<file path="config.mk">
export PLATFORM = sky130hd
export DESIGN_NAME = victim_cache_assoc
export DESIGN_NICKNAME = d
export VERILOG_FILES = /design/src/rtl/victim_cache_assoc.sv
export SDC_FILE = /design/constraint.sdc
export NUM_CORES = 2
export LEC_CHECK = 0
export CAP_MARGIN = 20
export CELL_PAD_IN_SITES_DETAIL_PLACEMENT = 2
export CELL_PAD_IN_SITES_GLOBAL_PLACEMENT = 2
export CORE_ASPECT_RATIO = 1.75
export CORE_MARGIN = 10
export CORE_UTILIZATION = 36
export DETAILED_ROUTE_END_ITERATION = 7
export PLACE_DENSITY_LB_ADDON = 0.1
export SYNTH_ARGS = -nofsm -noshare
export SYNTH_HDL_FRONTEND = slang
export SYNTH_SLANG_ARGS = --single-unit
</file>
<file path="constraint.sdc">
create_clock -name clk -period 3.2 [get_ports clk]
set_input_delay 0.8 -clock clk [delete_from_list [all_inputs] [get_ports clk]]
set_output_delay 0.8 -clock clk [all_outputs]
set_load 0.03 [all_outputs]
</file>
<file path="src/rtl/victim_cache_assoc.sv">
// Fully-associative victim cache between L1 and L2 with true-LRU replacement,
// per-entry dirty tracking and an atomic swap (read hit + install in one request).
// Optional feature macro: VC_STATS_EN adds saturating hit_count / miss_count ports.
module victim_cache_assoc #(
    parameter int ENTRIES  = 4,
    parameter int TAG_W    = 12,
    parameter int OFFSET_W = 4,
    parameter int LINE_W   = 128
) (
    input  logic                      clk,
    input  logic                      rst_n,
    input  logic                      l1_read,
    input  logic                      l1_write,
    input  logic [TAG_W-1:0]          l1_tag,
    input  logic [TAG_W-1:0]          tag,
    input  logic [LINE_W-1:0]         l1_wdata,
    input  logic                      dirty_in,
    output logic [LINE_W-1:0]         l1_rdata,
    output logic                      l1_dirty,
    output logic                      mem_resp,
    input  logic [LINE_W-1:0]         l2_rdata,
    input  logic                      l2_mem_resp,
    output logic [TAG_W+OFFSET_W-1:0] l2_address,
    output logic [LINE_W-1:0]         l2_wdata,
    output logic                      l2_read,
    output logic                      l2_write
`ifdef VC_STATS_EN
    ,
    output logic [15:0]               hit_count,
    output logic [15:0]               miss_count
`endif
);
    localparam int IDX_W = $clog2(ENTRIES);

    typedef enum logic [1:0] {IDLE, FILL, WB, DONE} state_t;
    state_t state, state_nxt;

    logic [ENTRIES-1:0] valid;
    logic [ENTRIES-1:0] dirty;
    logic [TAG_W-1:0]   tags  [ENTRIES];
    logic [LINE_W-1:0]  lines [ENTRIES];
    // rank 0 = most recently used, ENTRIES-1 = least recently used
    logic [IDX_W-1:0]   rank  [ENTRIES];

    logic             r_hit, w_hit, inv_any, need_wb;
    logic [IDX_W-1:0] r_idx, w_idx, inv_idx, lru_idx, ins_idx, tch_idx;
    logic             rd_hit_en, swap_en, inval_en, fill_req_en, fill_cap_en, wb_req_en, ins_en;

    // Tag lookups, lowest invalid slot, LRU slot and the resulting install target
    always_comb begin
        r_hit   = 1'b0;
        w_hit   = 1'b0;
        inv_any = 1'b0;
        r_idx   = '0;
        w_idx   = '0;
        inv_idx = '0;
        lru_idx = '0;
        // descending scan so the lowest-index invalid slot is the one kept
        for (int i = ENTRIES - 1; i >= 0; i--) begin
            if (valid[i] && tags[i] == l1_tag) begin
                r_hit = 1'b1;
                r_idx = IDX_W'(i);
            end
            if (valid[i] && tags[i] == tag) begin
                w_hit = 1'b1;
                w_idx = IDX_W'(i);
            end
            if (!valid[i]) begin
                inv_any = 1'b1;
                inv_idx = IDX_W'(i);
            end
            if (rank[i] == IDX_W'(ENTRIES - 1)) lru_idx = IDX_W'(i);
        end
        ins_idx = w_hit ? w_idx : (inv_any ? inv_idx : lru_idx);
        need_wb = !w_hit && !inv_any && dirty[lru_idx];
        tch_idx = swap_en ? r_idx : ins_idx;
    end

    // State register; a reset aborts any L2 transaction in flight
    always_ff @(posedge clk or negedge rst_n) begin
        if (!rst_n) state <= IDLE;
        else        state <= state_nxt;
    end

    // Next-state decode and datapath action strobes
    always_comb begin
        state_nxt   = state;
        rd_hit_en   = 1'b0;
        swap_en     = 1'b0;
        inval_en    = 1'b0;
        fill_req_en = 1'b0;
        fill_cap_en = 1'b0;
        wb_req_en   = 1'b0;
        ins_en      = 1'b0;
        case (state)
            IDLE: begin
                if (l1_read) begin
                    if (r_hit) begin
                        rd_hit_en = 1'b1;
                        swap_en   = l1_write;
                        inval_en  = !l1_write;
                        state_nxt = DONE;
                    end else begin
                        fill_req_en = 1'b1;
                        state_nxt   = FILL;
                    end
                end else if (l1_write) begin
                    if (need_wb) begin
                        wb_req_en = 1'b1;
                        state_nxt = WB;
                    end else begin
                        ins_en    = 1'b1;
                        state_nxt = DONE;
                    end
                end
            end
            FILL: begin
                if (l2_mem_resp) begin
                    fill_cap_en = 1'b1;
                    state_nxt   = DONE;
                    if (l1_write) begin
                        if (need_wb) begin
                            wb_req_en = 1'b1;
                            state_nxt = WB;
                        end else begin
                            ins_en = 1'b1;
                        end
                    end
                end
            end
            WB: begin
                if (l2_mem_resp) begin
                    ins_en    = 1'b1;
                    state_nxt = DONE;
                end
            end
            default: state_nxt = IDLE;
        endcase
    end

    assign l2_read  = (state == FILL);
    assign l2_write = (state == WB);
    assign mem_resp = (state == DONE);

    // Entry storage, LRU ranks and registered L1/L2 data paths
    always_ff @(posedge clk or negedge rst_n) begin
        if (!rst_n) begin
            valid      <= '0;
            dirty      <= '0;
            l1_rdata   <= '0;
            l1_dirty   <= 1'b0;
            l2_address <= '0;
            l2_wdata   <= '0;
            for (int i = 0; i < ENTRIES; i++) begin
                tags[i]  <= '0;
                lines[i] <= '0;
                rank[i]  <= IDX_W'(i);
            end
        end else begin
            if (rd_hit_en) begin
                l1_rdata <= lines[r_idx];
                l1_dirty <= dirty[r_idx];
            end
            if (fill_cap_en) begin
                l1_rdata <= l2_rdata;
                l1_dirty <= 1'b0;
            end
            // a plain read hit hands the line back to L1 and frees the slot
            if (inval_en) valid[r_idx] <= 1'b0;
            if (fill_req_en) l2_address <= {l1_tag, {OFFSET_W{1'b0}}};
            if (wb_req_en) begin
                l2_address <= {tags[lru_idx], {OFFSET_W{1'b0}}};
                l2_wdata   <= lines[lru_idx];
            end
            if (swap_en || ins_en) begin
                tags[tch_idx]  <= tag;
                lines[tch_idx] <= l1_wdata;
                valid[tch_idx] <= 1'b1;
                // re-installing a resident tag must not lose its dirty state
                dirty[tch_idx] <= (ins_en && w_hit) ? (dirty[tch_idx] | dirty_in) : dirty_in;
                for (int i = 0; i < ENTRIES; i++) begin
                    if (IDX_W'(i) == tch_idx)        rank[i] <= '0;
                    else if (rank[i] < rank[tch_idx]) rank[i] <= rank[i] + IDX_W'(1);
                end
            end
        end
    end

`ifdef VC_STATS_EN
    // Saturating per-request hit/miss counters, sampled at the IDLE decision
    always_ff @(posedge clk or negedge rst_n) begin
        if (!rst_n) begin
            hit_count  <= '0;
            miss_count <= '0;
        end else if (state == IDLE && l1_read) begin
            if (r_hit) begin
                if (hit_count != 16'hFFFF) hit_count <= hit_count + 16'd1;
            end else if (miss_count != 16'hFFFF) begin
                miss_count <= miss_count + 16'd1;
            end
        end
    end
`endif

endmodule

</file>
### Word-level counts from Yosys, hierarchy flattened

Index checks and enable logic that the tools add are counted.

* add/sub/neg operators: 4
* order comparisons: 13
* eq/ne operators: 21
* multiplexer cells: 109
* bitwise logic cells: 7
* reduce and logical (&&, ||, !) cells: 31

Operators by type and width (count)
* 2-to-1 mux 128 bit: 7
* binary-select mux 128 bit (select 2 bit): 2
* bitwise mux 512 bit: 1
* demux 128 bit (select 2 bit): 1
* == test 12 bit: 8
* 2-to-1 mux 2 bit: 35
* bitwise mux 48 bit: 1
* 2-to-1 mux 1 bit: 43
* 2-to-1 mux 12 bit: 3
* 2-to-1 mux 16 bit: 2
* binary-select mux 12 bit (select 2 bit): 1
* demux 12 bit (select 2 bit): 1
* logical AND 1 bit: 14
* == test 2 bit, second input constant: 6
* nonzero test 2 bit: 6
* greater-or-equal comparator 3 bit, second input constant: 3
* less-than comparator 2 x 3 -> 1 bit, second input constant: 3
* NOT 2 -> 3 bit: 3
* adder 2 x 1 -> 2 bit, second input constant: 4
* less-than comparator 2 bit: 4
* 2-to-1 mux 4 bit: 2
* AND reduction 2 bit: 4
* binary-select mux 1 bit (select 2 bit): 3
* one-hot mux 2 bit (3 select lines): 1
* 20 further kinds: 27

* bits in registers: 851
* bits of input ports: 286
* output and inout bits: 276
* word-level logic and storage cells: 204

### Logic depth before layout (Yosys ltp)

* depth after elaboration: 17
* depth in mapped cells: 14
* gate-level depth less buffers: 11

### Worst setup path before layout

No wires, ideal clock.

* kind: input to register
* from: input port tag[6]
* to: register tags[2] in the netlist's numbering
* setup time: 0.128 ns
* data arrival time: 3.375 ns
* data required time: 3.072 ns
* path slack: -0.303 ns
* stages: 11
* buffers on the path: 3
* cell sequence: clkbuf_1 -> xnor2_1 -> nand4_1 -> or4_1 -> nand4_1 -> o21ai_1 -> a21oi_2 -> o211ai_2 -> buf_2 -> buf_4 -> mux2_1

* word-level cells in the longest chain between the ends: 14
* elaborated cells between the ends (all ways): 34
* classes of those cells: 2 x order compare; 4 x eq/ne; 18 x mux; 1 x bitwise; 9 x reduce/logical

Ends and longest elaborated chain
* from (decl): line 15 `input logic [TAG_W-1:0] tag,`
* == test 12 bit: line 64 `if (valid[i] && tags[i] == tag) begin`
* logical AND 1 bit: line 64
* 2-to-1 mux 2 bit / 2-to-1 mux 1 bit (equally long branches) (4 in series): line 64
* 2-to-1 mux 2 bit / zero test 1 bit (equally long branches): line 74, 75
* 2-to-1 mux 2 bit / logical AND 1 bit (equally long branches): line 76, 75
* NOT 2 -> 3 bit (implied by the code) / logical AND 1 bit (equally long branches): line 176, 75
* greater-or-equal comparator 3 bit (implied by the code) (tied with other cells): line 176 `tags[tch_idx] <= tag;`
* logical AND 1 bit (implied by the code) / 2-to-1 mux 1 bit (equally long branches): line 176, 121
* 2-to-1 mux 12 bit (implied by the code) (tied with other cells): line 176
* demux 12 bit (select 2 bit) / one-hot mux 1 bit (3 select lines) (equally long branches): line 176, 95
* bitwise mux 48 bit / logical OR 1 bit (equally long branches): line 176, 175
* to (signal, indexed assignment): line 176
* to (decl): line 40 `logic [TAG_W-1:0] tags [ENTRIES];`

Several ways; a longest one is shown, not always the timed one.
A chain may end at the register's enable or synchronous reset.

### Final worst setup path

* from: register tags[8] in the netlist's numbering
* to: register rank[6] in the netlist's numbering

* word-level cells in the longest chain between the ends: 17
* elaborated cells between the ends (all ways): 43
* classes of those cells: 1 x order compare; 2 x eq/ne; 30 x mux; 1 x bitwise; 9 x reduce/logical

Ends and longest elaborated chain
* == test 12 bit: line 60 `if (valid[i] && tags[i] == l1_tag) begin`
* logical AND 1 bit: line 60
* 2-to-1 mux 1 bit (4 in series): line 60
* 2-to-1 mux 1 bit: line 98 `if (r_hit) begin`
* 2-to-1 mux 1 bit: line 97 `if (l1_read) begin`
* 2-to-1 mux 1 bit: line 95 `case (state)`
* 2-to-1 mux 2 bit: line 76 `tch_idx = swap_en ? r_idx : ins_idx;`
* NOT 2 -> 3 bit (implied by the code): line 183 `else if (rank[i] < rank[tch_idx]) rank[i] <= rank[i] + IDX_W'(1);`
* binary-select mux 2 bit (select 2 bit): line 183
* 2-to-1 mux 2 bit (implied by the code) (2 in series): line 183
* less-than comparator 2 bit: line 183
* nonzero test 2 bit (no line)
* AND reduction 2 bit (no line)
* to (signal, indexed assignment): line 157 `rank[i] <= IDX_W'(i);`
* to (decl): line 43 `logic [IDX_W-1:0] rank [ENTRIES];`

Several ways; a longest one is shown, not always the timed one. The select of a mux whose other input is x is not followed.

==> impl_metrics.csv <==
group,metric,value,unit
cts,cts.sinks,847,
worst_setup_path,critPathKind,"register to register",
logic_synthesis,yosysWarnings,0,
grt,grt_pass1_vias,40565,
die,die-area,128900,sq um
route,wl_per_cell,30.16,um
worst_setup_path,reg2reg_depth,13,
sta,worst_pin_slew,1127,ps
place,io_buffers,557,
grt,antenna_found_initial,29,
die,core,113900,sq um
finish,area_growth,39.36,%
cts,cts_max_level,3,
place,post-dp-hpwl,116.1,mm
logic_synthesis,synthFlopType,"dfrtp_1",
logic_synthesis,synth_edf_count,0,
sta,final-max-slew-violation-count,0,
grt,track_usage,0.2731,
min_path,worstHoldPathType,"input port to async pin",
grt,grt_max_degree,149,
finish,multi_input_area,19690,sq um
worst_setup_path,cp_max_fo,7,
worst_setup_path,cp.arrival,4230,ps
logic_synthesis,syn_area,41210,sq um
power_and_ir_drop,total_power,64.95,mW
finish,num-fill-cells,11288,
place,gp_congestion,0.8545,
finish,final_cell_mix,"830 x dfrtp_1, 691 x nand2_1, 641 x o21ai_0",
worst_setup_path,startpoint_type,"register",
power_and_ir_drop,p_leak,25.66,nW
route,first_iter_violations,2070,
sta,max_freq,0.2788,GHz
logic_synthesis,synth_xor_area_frac,0.02040,
worst_setup_path,r2r_slack,-390,ps
worst_setup_path,cp.required,3840,ps
status,status,"complete, but fails checks",
route,detail-route-antenna-nets,0,
logic_synthesis,yosys.area.top_type_share,0.5119,
sta,setup_viol,705,
logic_synthesis,yosysTopAreaCell,"dfrtp_1",
status,violations,"setup timing",
cts,cts.clk_slew.worst_paths,70,ps
cts,cts-root-buf,"clkbuf_16",
worst_setup_path,r2r-start,"tags[8]",
logic_synthesis,avgSynthCellArea,10.37,sq um
route,routed_via_density,5.772,
cts,numCtsBuffers,86,
route,totalWireLength,190.2,mm
sta,skew,22.90,ps
logic_synthesis,ys_types,61,
worst_setup_path,crit_path_end_kind,"register",
logic_synthesis,synth_compound_area_frac,0.1602,
grt,grt_overflow_total,0,
cts,cts_tree,"built",
logic_synthesis,synth_top_family_by_area,"compound AO/OA/AOI/OAI gates",
sta,finalHoldViolCount,0,
worst_setup_path,setup.worst_path.end,"rank[6]",
sta,period_share,1.121,
cts,cts_hold_buf,0,
power_and_ir_drop,peakVddDrop,0.7861,mV
cts,clk_path_buf_depth,3,
sta,fin_crit,3587,ps
die,initial_utilization,0.3619,
finish,mostFrequentLayoutCell,"dfrtp_1",
route,drc,0,
route,num_vias,36402,
route,drtPass1Iterations,5,
sta,relSlewSlack,0.2489,
logic_synthesis,synth_adder_area_share,0.002429,
die,dieHeight,467.6,um
logic_synthesis,synth_seq_area_share,0.5144,
finish,post-route-util,0.5043,
worst_setup_path,critPathLaunch,"tags[8]",
die,fp.dieW,275.8,um
logic_synthesis,async_reset_ff_frac,1.000,
die,num_rows,164,
finish,drive_gt1_frac,0.2695,
logic_synthesis,muxShareOfSynthArea,0.1588,
die,io_pins,562,
logic_synthesis,yosys.area_share.simple,0.1053,
logic_synthesis,synth_cells,3975,
power_and_ir_drop,p_per_area,1131,nW/um^2
cts,clk_latency,710,ps
run,cap_violations,0,
logic_synthesis,synthTopCellsByArea,"dfrtp_1 51%, mux2_2 14%, o21ai_0 8.0%",
logic_synthesis,ys_ff_latch,847,
sta,fin_ws,-386.9,ps
finish,fin_area,57440,sq um
place,placed_cell_area,51760,sq um
finish,area.sequential,21220,sq um
sta,rsz0062_at_grt,"true",
grt,grt_pass1_wl,268.2,mm
finish,final_nets,5039,
worst_setup_path,r2r-end,"rank[6]",
==> power by group <==
group	switching [mW]	internal, mW	total (mW)
clock	4.66	6.07	10.7
combinational	18.4	15.3	33.8
sequential	4.44	16.0	20.4
total	27.5	37.4	64.9
==> per-layer routing <==
metal,up-vias,GRT usage,share of wire
li1,15726,-,-
met1,19247,0.3230,0.39
met2,1037,0.4842,0.51
met3,352,0.06232,0.064
met4,40,0.08064,0.030
met5,-,0,0.0014
==> cells in the mapped netlist, types with 6 or more instances <==
cell type,number
a211oi_1,13
a21oi_1,17
a221o_1,256
a31oi_1,16
buf_1,13
buf_2,48
buf_4,25
buf_6,8
clkbuf_1,253
dfrtp_1,843
ha_1,8
inv_1,13
mux2_1,38
mux2_2,524
mux2i_1,18
nand2_1,696
nand3_1,137
nand4_1,20
nor2_1,181
nor3_1,6
nor4_1,10
o21a_1,7
o21ai_0,658
or4_1,6
xnor2_1,84
xor2_1,12
==> worst min-delay path by stage <==
stage,end,slack [ps],depth (start not counted)
after floorplan,dirty[0],470,2
after global placement,l1_dirty,460,1
after detailed placement,l2_wdata[101],470,2
after CTS,lines[242],50,1
after global routing,l1_rdata[113],70,1
final,l2_wdata[114],50,1
==> area by class of cell <==
type	count	area share
inverters	13	0.0008496
clock buffers	126	0.04381
diodes	8	0.0003486
repair buffers	1027	0.2046
well taps	1494	0.03255
flip-flops and latches	847	0.3694
clock inverters	22	0.005577
multi-input cells	2770	0.3429
==> registers in the layout, summed over array words and instances, names as in the netlist, 4 cells and up <==
register	count
dirty	4
l1_rdata	128
l2_address	12
l2_wdata	128
lines	512
rank	8
tags	48
valid	4
==> worst max-delay path, cell delays in order (launching register included) <==
cell and delay, ps:
dfrtp_1 440, buf_4 180, xnor2_2 140, nand4_1 220, buf_4 180, nor4_4 50, o311ai_0 840, o21ai_2 170
buf_6 220, mux2i_4 210, mux2i_4 210, nand2_2 120, a222oi_1 350, buf_4 190
==> logic make-up after synthesis <==
kind of cell / count (synthesis)
AO/OA/AOI/OAI: 1010
XOR/XNOR: 96
adder cells (fa/ha/maj): 8
buffers and inverters: 361
flip-flops: 847
multiplexers: 582
other: 1
AND/OR/NAND/NOR: 1070
==> metrics by stage <==
step | TNS [ps] | worst slack, ps | cells | hold WS, ps
after floorplan | -26670 | -96.38 | 3978 | 468.9
after global placement | -674060 | -1044 | 6045 | 458.5
after detailed placement | -737780 | -1042 | 6045 | 472.5
after CTS | -3019 | -55.75 | 6248 | 48.83
after global routing | -152270 | -388.1 | 6302 | 69.48
final | -150690 | -386.9 | 6307 | 53.02
==> what timing repair did <==
| item | in CTS | in global routing |
|---|---|---|
| buffers inserted | 47 | 30 |
| pin swaps | 32 | 51 |
| endpoints found under the setup margin | 704 | 719 |
| cloned | 12 | 28 |
| resized for setup | 157 | 126 |
Note: power is estimated with default switching activity, not from simulation.
